[src/rtl/wave_gen_if.sv]
// Configuration handshake bundle for wave_gen: valid/ready plus the offered
// mode, peak and step.
interface wave_gen_if #(
   parameter int unsigned WIDTH = 16
);
   logic             cfg_valid;
   logic             cfg_ready;
   logic [1:0]       cfg_mode;
   logic [WIDTH-1:0] cfg_max;
   logic [WIDTH-1:0] cfg_step;

   modport master (
      output cfg_valid, cfg_mode, cfg_max, cfg_step,
      input  cfg_ready
   );

   modport slave (
      input  cfg_valid, cfg_mode, cfg_max, cfg_step,
      output cfg_ready
   );
endinterface

[src/rtl/wave_gen.sv]
// Triangle / saw-up / saw-down waveform generator with a one-deep pending
// configuration slot applied at period boundaries. WAVE_GEN_STEP_EN enables cfg_step.
module wave_gen #(
   parameter int unsigned WIDTH       = 16,
   parameter int unsigned MAX_DEFAULT = 83
) (
   input  logic             clk,
   input  logic             reset,
   input  logic             enable,
   wave_gen_if.slave        cfg,
   output logic [WIDTH-1:0] count,
   output logic             dir,
   output logic             period_start
);

   typedef enum logic [1:0] {
      MODE_TRI = 2'b00,
      MODE_UP  = 2'b01,
      MODE_DN  = 2'b10,
      MODE_RSV = 2'b11
   } mode_e;

   logic [WIDTH-1:0] count_q, count_d;
   logic             dir_q, dir_d;
   logic             ps_q, ps_d;
   logic             ready_q, ready_d;
   mode_e            act_mode_q, act_mode_d;
   logic [WIDTH-1:0] act_max_q, act_max_d;
   mode_e            pend_mode_q, pend_mode_d;
   logic [WIDTH-1:0] pend_max_q, pend_max_d;
   logic [WIDTH-1:0] act_step;

`ifdef WAVE_GEN_STEP_EN
   logic [WIDTH-1:0] act_step_q, act_step_d;
   logic [WIDTH-1:0] pend_step_q, pend_step_d;
   assign act_step = act_step_q;
`else
   logic unused_step;
   assign act_step    = WIDTH'(1);
   assign unused_step = ^cfg.cfg_step;
`endif

   logic [WIDTH:0]   sum_c;
   logic [WIDTH-1:0] wave_cnt_c;
   logic             wave_dir_c;
   logic             wrap_c;
   logic             apply_c;

   // Free-running waveform update for the active configuration
   always_comb begin
      sum_c      = {1'b0, count_q} + {1'b0, act_step};
      wave_cnt_c = count_q;
      wave_dir_c = dir_q;
      wrap_c     = 1'b0;
      if (act_max_q == '0) begin
         wave_cnt_c = '0;
         wave_dir_c = (act_mode_q == MODE_DN);
         wrap_c     = 1'b1;
      end else begin
         case (act_mode_q)
            MODE_UP: begin
               wave_dir_c = 1'b0;
               if (count_q == act_max_q) begin
                  wave_cnt_c = '0;
                  wrap_c     = 1'b1;
               end else if (sum_c >= {1'b0, act_max_q}) begin
                  wave_cnt_c = act_max_q;
               end else begin
                  wave_cnt_c = sum_c[WIDTH-1:0];
               end
            end
            MODE_DN: begin
               wave_dir_c = 1'b1;
               if (count_q == '0) begin
                  wave_cnt_c = act_max_q;
                  wrap_c     = 1'b1;
               end else if (count_q > act_step) begin
                  wave_cnt_c = count_q - act_step;
               end else begin
                  wave_cnt_c = '0;
               end
            end
            default: begin
               if (!dir_q) begin
                  if (sum_c >= {1'b0, act_max_q}) begin
                     wave_cnt_c = act_max_q;
                     wave_dir_c = 1'b1;
                  end else begin
                     wave_cnt_c = sum_c[WIDTH-1:0];
                  end
               end else if (count_q <= act_step) begin
                  wave_cnt_c = '0;
                  wave_dir_c = 1'b0;
                  wrap_c     = 1'b1;
               end else begin
                  wave_cnt_c = count_q - act_step;
               end
            end
         endcase
      end
   end

   // Slot application overrides the waveform; otherwise accept a new offer
   always_comb begin
      count_d     = count_q;
      dir_d       = dir_q;
      ps_d        = 1'b0;
      ready_d     = ready_q;
      act_mode_d  = act_mode_q;
      act_max_d   = act_max_q;
      pend_mode_d = pend_mode_q;
      pend_max_d  = pend_max_q;
`ifdef WAVE_GEN_STEP_EN
      act_step_d  = act_step_q;
      pend_step_d = pend_step_q;
`endif
      apply_c = !ready_q && (!enable || wrap_c);
      if (apply_c) begin
         act_mode_d = pend_mode_q;
         act_max_d  = pend_max_q;
`ifdef WAVE_GEN_STEP_EN
         act_step_d = pend_step_q;
`endif
         count_d    = (pend_mode_q == MODE_DN) ? pend_max_q : '0;
         dir_d      = (pend_mode_q == MODE_DN);
         ps_d       = 1'b1;
         ready_d    = 1'b1;
      end else begin
         if (enable) begin
            count_d = wave_cnt_c;
            dir_d   = wave_dir_c;
            ps_d    = wrap_c;
         end
         if (ready_q && cfg.cfg_valid) begin
            pend_mode_d = mode_e'(cfg.cfg_mode);
            pend_max_d  = cfg.cfg_max;
`ifdef WAVE_GEN_STEP_EN
            pend_step_d = (cfg.cfg_step == '0) ? WIDTH'(1) : cfg.cfg_step;
`endif
            ready_d     = 1'b0;
         end
      end
   end

   always_ff @(posedge clk or negedge reset) begin
      if (!reset) begin
         count_q     <= '0;
         dir_q       <= 1'b0;
         ps_q        <= 1'b0;
         ready_q     <= 1'b1;
         act_mode_q  <= MODE_TRI;
         act_max_q   <= WIDTH'(MAX_DEFAULT);
         pend_mode_q <= MODE_TRI;
         pend_max_q  <= '0;
      end else begin
         count_q     <= count_d;
         dir_q       <= dir_d;
         ps_q        <= ps_d;
         ready_q     <= ready_d;
         act_mode_q  <= act_mode_d;
         act_max_q   <= act_max_d;
         pend_mode_q <= pend_mode_d;
         pend_max_q  <= pend_max_d;
      end
   end

`ifdef WAVE_GEN_STEP_EN
   always_ff @(posedge clk or negedge reset) begin
      if (!reset) begin
         act_step_q  <= WIDTH'(1);
         pend_step_q <= WIDTH'(1);
      end else begin
         act_step_q  <= act_step_d;
         pend_step_q <= pend_step_d;
      end
   end
`endif

   assign count         = count_q;
   assign dir           = dir_q;
   assign period_start  = ps_q;
   assign cfg.cfg_ready = ready_q;

endmodule

[src/flat_wrapper.sv]
// flat-port wrapper written by rule: the top's interface ports become plain ports
module wave_gen_flat 
#(
   parameter int unsigned WIDTH       = 16,
   parameter int unsigned MAX_DEFAULT = 83
)
  (clk, reset, enable, count, dir, period_start, cfg_cfg_valid, cfg_cfg_mode, cfg_cfg_max, cfg_cfg_step, cfg_cfg_ready);
  wave_gen_if #(.WIDTH(WIDTH)) cfg_i ();
  input  logic clk;
  input  logic reset;
  input  logic enable;
  output logic [WIDTH-1:0] count;
  output logic dir;
  output logic period_start;
  input wire logic [$bits(cfg_i.cfg_valid)-1:0] cfg_cfg_valid;
  input wire logic [$bits(cfg_i.cfg_mode)-1:0] cfg_cfg_mode;
  input wire logic [$bits(cfg_i.cfg_max)-1:0] cfg_cfg_max;
  input wire logic [$bits(cfg_i.cfg_step)-1:0] cfg_cfg_step;
  output wire logic [$bits(cfg_i.cfg_ready)-1:0] cfg_cfg_ready;
  assign cfg_i.cfg_valid = cfg_cfg_valid;
  assign cfg_i.cfg_mode = cfg_cfg_mode;
  assign cfg_i.cfg_max = cfg_cfg_max;
  assign cfg_i.cfg_step = cfg_cfg_step;
  assign cfg_cfg_ready = cfg_i.cfg_ready;
  wave_gen #(.WIDTH(WIDTH), .MAX_DEFAULT(MAX_DEFAULT)) u_core (.clk(clk), .reset(reset), .enable(enable), .cfg(cfg_i), .count(count), .dir(dir), .period_start(period_start));
endmodule
[config.mk]
export PLATFORM = sky130hd
export DESIGN_NAME = wave_gen_flat
export DESIGN_NICKNAME = d
export VERILOG_FILES = /design/src/rtl/wave_gen_if.sv /design/src/rtl/wave_gen.sv /design/src/flat_wrapper.sv
export SDC_FILE = /design/constraint.sdc
export NUM_CORES = 1
export LEC_CHECK = 0
export CORE_UTILIZATION = 32
export CTS_CLUSTER_DIAMETER = 80
export DETAILED_ROUTE_END_ITERATION = 10
export GPL_TIMING_DRIVEN = 0
export PLACE_DENSITY = 0.61
export SLEW_MARGIN = 10
export SYNTH_ARGS = -nofsm -noshare
export SYNTH_HDL_FRONTEND = slang
export SYNTH_SLANG_ARGS = --single-unit
[constraint.sdc]
create_clock -name clk -period 5.14 [get_ports clk]
set_input_delay 1.285 -clock clk [delete_from_list [all_inputs] [get_ports clk]]
set_output_delay 1.285 -clock clk [all_outputs]
set_load 0.1 [all_outputs]
# Yosys cells after proc, flatten, opt, wreduce, memory -nomap -nowiden
# Index checks and enable logic that the tools add are counted.
dict set report totals {
  ff_bits 55
  word_cells 56
}
dict set report classes {
  add_sub_neg 2
  magnitude_cmp 3
  n_eq_ne 4
  n_mux 28
  bitwise 1
  reduce_logical 10
}
# cell count
set ops {}
lappend ops {{16-bit two-way mux} 10}
lappend ops {{16-bit zero test} 2}
lappend ops {{16-bit case mux with 2 select lines} 1}
lappend ops {{16-bit by 1-bit adder with 17-bit output, second input constant} 1}
lappend ops {{17-bit by 16-bit >= comparator with 1-bit output} 1}
lappend ops {{16-bit equality test} 1}
lappend ops {{16-bit by 1-bit greater-than comparator with 1-bit output, second input constant} 1}
lappend ops {{16-bit by 1-bit <= comparator with 1-bit output, second input constant} 1}
lappend ops {{16-bit by 1-bit subtractor with 16-bit output, second input constant} 1}
lappend ops {{1-bit two-way mux} 15}
lappend ops {{2-bit equality test, second input constant} 2}
lappend ops {{1-bit case mux with 2 select lines} 2}
lappend ops {{2-bit nonzero test} 2}
lappend ops {{2-bit by 1-bit equality test with 1-bit output, second input constant} 1}
lappend ops {{1-bit logical AND} 2}
lappend ops {{1-bit zero test} 2}
lappend ops {{2-bit AND reduction} 1}
lappend ops {{1-bit logical OR} 1}
lappend ops {{1-bit NOT} 1}

# Logic depth before layout (Yosys ltp)
# Gate-level depths: netlist (run 1).
dict set report logic_depth {
  depth_word 9
  mapped_depth 17
  depth_no_buf 14
}

# Least setup slack after synthesis (run 1)
# Ideal clock, no wire load.
dict set report synth_timing {
  kind {reg2reg}
  from {reg u_core.count_q[6] (netlist: u_core.count[6])}
  to {reg u_core.count_q[15] (netlist: u_core.count[15])}
  t_arrival_ps 4649
  setup_slack_ps 371
  stages_incl_launch_ff 18
  n_path_buf 3
  period_less_slack_ps 4769
  cell_sequence {dfrtp_1 -> clkbuf_1 -> and4_1 -> nand3_1 -> or4_1 -> nor2_1 -> xor2_1 -> ha_1 -> nand3_1 -> nor2_1 -> a41o_1 -> a211oi_1 -> and2_1 -> buf_2 -> clkbuf_1 -> mux2i_1 -> o221ai_1 -> a41o_1}
}
dict set report synth_via {
  elab_chain_len 8
  elab_cells_between_ends 26
  cone_classes {add/sub: 2; order compare: 3; eq/ne: 1; mux: 16; reduce/logical: 4}
}
# item line_no
set synth_lines {}
lappend synth_lines {{start, declared} wave_gen.sv:23} ;# logic [WIDTH-1:0] count_q, count_d;
lappend synth_lines {{start signal, assigned} wave_gen.sv:156} ;# count_q <= count_d;
lappend synth_lines {{16-bit by 1-bit adder with 17-bit output / 16-bit by 1-bit <= comparator with 1-bit output (equally long branches)} {wave_gen.sv:51, wave_gen.sv:91}}
lappend synth_lines {{17-bit by 16-bit >= comparator with 1-bit output / 1-bit two-way mux (equally long branches)} {wave_gen.sv:66, wave_gen.sv:85, wave_gen.sv:91}}
lappend synth_lines {{16-bit two-way mux / 1-bit two-way mux (equally long branches)} {wave_gen.sv:66, wave_gen.sv:85, wave_gen.sv:84}}
lappend synth_lines {{16-bit two-way mux (tied with other cells)} wave_gen.sv:84} ;# if (!dir_q) begin
lappend synth_lines {{16-bit case mux with 2 select lines / 1-bit two-way mux (equally long branches)} {wave_gen.sv:60, wave_gen.sv:55}}
lappend synth_lines {{16-bit two-way mux / 1-bit logical OR (equally long branches)} {wave_gen.sv:55, wave_gen.sv:117}}
lappend synth_lines {{16-bit two-way mux / 1-bit logical AND (equally long branches)} {wave_gen.sv:129, wave_gen.sv:117}}
lappend synth_lines {{16-bit two-way mux / 2-bit nonzero test (equally long branches)} -}
# Several ways; a longest one is shown, not always the timed one. The select of a mux whose other input is x is not followed.
# A chain may end at the register's enable or synchronous reset.

# Final worst setup path (run 1)
dict set report layout_timing {
  from {reg u_core.count_q[6] (netlist: u_core.count[6])}
  to {reg u_core.count_q[1] (netlist: u_core.count[1])}
}
# Same word-level chain as after synthesis.

==> flow_results.org, run 1 <==
** Status
- Result of the run :: finished clean

** Clock network
- TritonCTS built the clock tree.
- Clock tree synthesis inserted a total of 5 buffers.
- Clock latency on the worst-skew pair :: 0.29 ns
- Clock tree synthesis selected as its root buffer the cell clkbuf_16.
- Number of buffers added to fix hold violations after cts :: 0
- Once the clock tree was built, the setup fixing pass inserted 0 buffers.
- Count of instances resized after the clock tree is built :: 0
- Clock-pin slew was measured on the worst setup and hold paths at roughly 0.07 ns.
- The clock passes through at most 2 buffers.
- Count of clock tree sinks :: 55
- In this run the number of H-tree levels came out at 2.

** Critical path
- Nature of the critical path startpoint :: register
- Endpoint kind of the worst setup timing path :: register
- The setup path with the least slack is of type register to register.
- CP arrival :: about 4.9 ns
- Worst endpoint required time :: 5.33 ns
- Top fanout value on the critical path :: 10

** Timing
- Setup violations remaining at the end of the flow were counted as 0.
- Setup repair after global routing missed its margin :: no
- In this run the tightest slew margin relative to its limit is 33.4%.
- Hold is met by 0.539 ns.
- Total count of max-transition violations in the final report :: 0
- Minimum clock period after layout :: 4.69 ns
- For the final database, setup skew stands at 0.00840 ns.
- Based on the critical path, the design can be clocked at up to 213 MHz.
- For the pin with the worst max-slew slack, the measured transition is 0.991 ns.
- Setup Total Neg Slack :: 0 ns
- Share of the cycle needed by the critical path after routing :: 91.3%
- Count of endpoints failing hold in the final timing report :: 0

** Synth
- Number of library cell types mapped by synthesis :: 57
- Counting flops and latches in the post-synthesis netlist gives 55.
- For this run, asynchronously set or reset flops after synthesis account for 100%.
- The most used flip-flop cell after synthesis is dfrtp_1.
- Gate Count Post-Synth :: approximately 480
- Synthesis produced a netlist with a net count of roughly 530.
- Post-synth EDFFs :: 0
- The mapped netlist covers 4280 um^2.
- In this run the mean area of a mapped cell was 9.02 um^2.
- After synthesis, flip-flops and latches occupy 32.3% of the total area.
- The Yosys step of the flow raised 0 warnings.

** Finish
- From synthesis to final layout, the design area changed by 18.4%.
- The repair_antennas step left the layout with diodes totalling 0.
- Highest-count cells in the layout ignoring fill and taps :: 50 x dfrtp_1, 46 x a21oi_1, 39 x clkdlybuf4s50_1, 36 x mux2_2, 29 x nand2_1
- Leading cell type in the layout, fill and taps excluded :: dfrtp_1
- Proportion of layout cells with a drive suffix above 1 :: 15.3%
- Net count reported at finish :: about 580

** Routing
- After detailed routing, the average wire length per cell comes to roughly 18 um.
- Dividing the detail-routed via count by the number of cells gives 5.66.
- The first routing iteration left 325 violations.
- Wires add up to 12800 um.
- Drc violations :: 0
- Vias :: 3936
- Number of optimization iterations in the first detailed-route pass :: 5
- The detail route stage leaves a number of antenna-violating nets equal to 0.

** Die
- From bottom edge to top edge, the die measures 118 um.
- 57 I/O pins were placed.
- The die covers approximately 14000 um^2.
- Effective utilization at floorplan :: 33.4%
- The total area inside the core boundary comes to 12800 um^2.
- Row Count :: 41
- Die extent in x :: approximately 120 um

** GRT
- Summed over all layers, the global routing overflow is 0.
- The number of antenna violations at the first check in global routing came to 0.
- The first global-routing pass estimated 20900 um of wire.
- Entering global routing, the biggest net connects 37 pins.
- The number of global-route vias before repair was 3918.
- Global routing used 18.8% of the available tracks.

** Place
- Routability cong. :: approximately 0.93
- During placement, the flow inserted port buffers numbering 40.
- Summed over all nets, the half-perimeter wirelength after detailed placement is approximately 10000 um.

** Hold path
- In this run the worst hold path is classified as register to register.

** Run
- The tool flagged a number of max-cap violations equal to 0.
## cells by family (layout without fill, tap and decap cells)
kind of cell,after synthesis,after routing,synth area share [%]
buf+inv,65,113,6.40
xor+xnor,39,39,7.97
mux,38,38,9.93
flops,55,55,32.3
compound gates,145,145,23.3
simple gates,112,112,14.0
fa+ha+maj,21,21,6.13
## flip-flops by register name, indices dropped and copies added (netlist names)
signal                count
u_core.act_mode_q         2
u_core.count             16
u_core.period_start       1
u_core.act_max_q         16
u_core.pend_mode_q        2
u_core.dir                1
u_core.cfg.cfg_ready      1
u_core.pend_max_q        16
## worst max-delay path, cell delays in order (launching register included)
cell      delay, ns
dfrtp_1        0.37
clkbuf_1       0.37
and4_1         0.33
nand3_1        0.12
nor3_1         0.44
nand4_1        0.18
xnor2_1        0.23
ha_1           0.31
a21oi_1        0.23
nor2b_1        0.08
a41o_1         0.22
a211oi_2       0.43
clkbuf_1       0.43
a21oi_1        0.13
a21oi_1        0.26
o221ai_1       0.18
a31o_2         0.27
## through the flow
stage	cell area, um^2	utilization (%)	setup WS (ns)	std cells
6_report	5070	39.6	0.448	695
5_1_grt	5070	39.6	0.185	695
4_1_cts	5070	39.5	0.0872	696
3_5_place_dp	4910	38.3	0.118	688
3_3_place_gp	4900	38.2	0.187	687
2_1_floorplan	4280	-	0.371	475
## cell type report
type | instances | area [um^2]
Buffer | 37 | 169
Clock buffer | 8 | 156
Fill cell | 1311 | 7750
Inverter | 27 | 101
Multi-Input combinational cell | 355 | 2630
Sequential cell | 55 | 1380
Tap cell | 172 | 215
Timing Repair Buffer | 41 | 415
## worst paths after layout
path                       slack, ns  cells after the start                          endpoint                        startpoint
max reg2reg                     0.45                     16       u_core.count[1]$_DFFE_PN0P_       u_core.count[6]$_DFFE_PN0P_
max                             0.45                     16       u_core.count[1]$_DFFE_PN0P_       u_core.count[6]$_DFFE_PN0P_
max in group asynchronous       3.59                      2  u_core.cfg.cfg_ready$_DFFE_PN1P_                             reset
min in group asynchronous       0.93                      1  u_core.pend_max_q[4]$_DFFE_PN0P_                             reset
min reg2reg                     0.54                      1  u_core.pend_max_q[5]$_DFFE_PN0P_  u_core.pend_max_q[5]$_DFFE_PN0P_
min                             0.54                      1  u_core.pend_max_q[5]$_DFFE_PN0P_  u_core.pend_max_q[5]$_DFFE_PN0P_
## routing by layer
| layer | GRT usage [%] | share of wire (%) | vias to the layer above | wire length [um] |
|---|---|---|---|---|
| met3 | 1.94 | 5.9 | 28 | 753 |
| met2 | 30.4 | 46 | 172 | 5910 |
| met5 | 0 | 0 | - | 0 |
| li1 | - | - | 1854 | - |
| met1 | 25.4 | 45 | 1882 | 5780 |
| met4 | 7.93 | 3.1 | 0 | 397 |
## cells in the mapped netlist (2+ instances only)
master | count | area share (%)
nor4_1 | 13 | 1.9
nor2_1 | 20 | 1.8
a21o_1 | 6 | 1.1
buf_1 | 2 | 0.18
clkbuf_1 | 27 | 2.4
or2_2 | 2 | 0.29
buf_6 | 3 | 0.79
o221ai_1 | 13 | 2.7
o211ai_1 | 4 | 0.70
dfrtp_1 | 50 | 29
o21ai_0 | 19 | 2.2
buf_2 | 6 | 0.70
nand2_1 | 29 | 2.5
nand4_1 | 8 | 1.2
o21a_1 | 2 | 0.35
mux2i_1 | 2 | 0.47
nor3_1 | 5 | 0.58
a31oi_1 | 6 | 0.88
dfstp_2 | 5 | 3.1
ha_1 | 21 | 6.1
and2_1 | 4 | 0.58
a41o_1 | 2 | 0.47
a22o_1 | 19 | 3.9
nand3_1 | 13 | 1.5
inv_1 | 27 | 2.4
nand3b_1 | 2 | 0.35
nor2b_1 | 2 | 0.29
xor2_1 | 26 | 5.3
xnor2_1 | 13 | 2.7
a31o_1 | 2 | 0.41
mux2_2 | 36 | 9.5
a21oi_1 | 46 | 5.4
a31o_2 | 12 | 2.5
a211oi_1 | 2 | 0.35
or4_1 | 4 | 0.70
Power of run 1 is not shown: default switching activity piles up to over one toggle a cycle in this logic, so the estimate is an artifact.
==> inputs of run 2 (changes only) <==
--- a/config.mk
+++ b/config.mk
@@ -6,7 +6,6 @@
 export NUM_CORES = 1
 export LEC_CHECK = 0
 export CORE_UTILIZATION = 32
-export CTS_CLUSTER_DIAMETER = 80
 export DETAILED_ROUTE_END_ITERATION = 10
 export GPL_TIMING_DRIVEN = 0
 export PLACE_DENSITY = 0.61
==> results of run 2 <==
Same layout as run 1: the final DEF is identical, and so are final timing and power.
Power of run 2 is left out for the same reason.
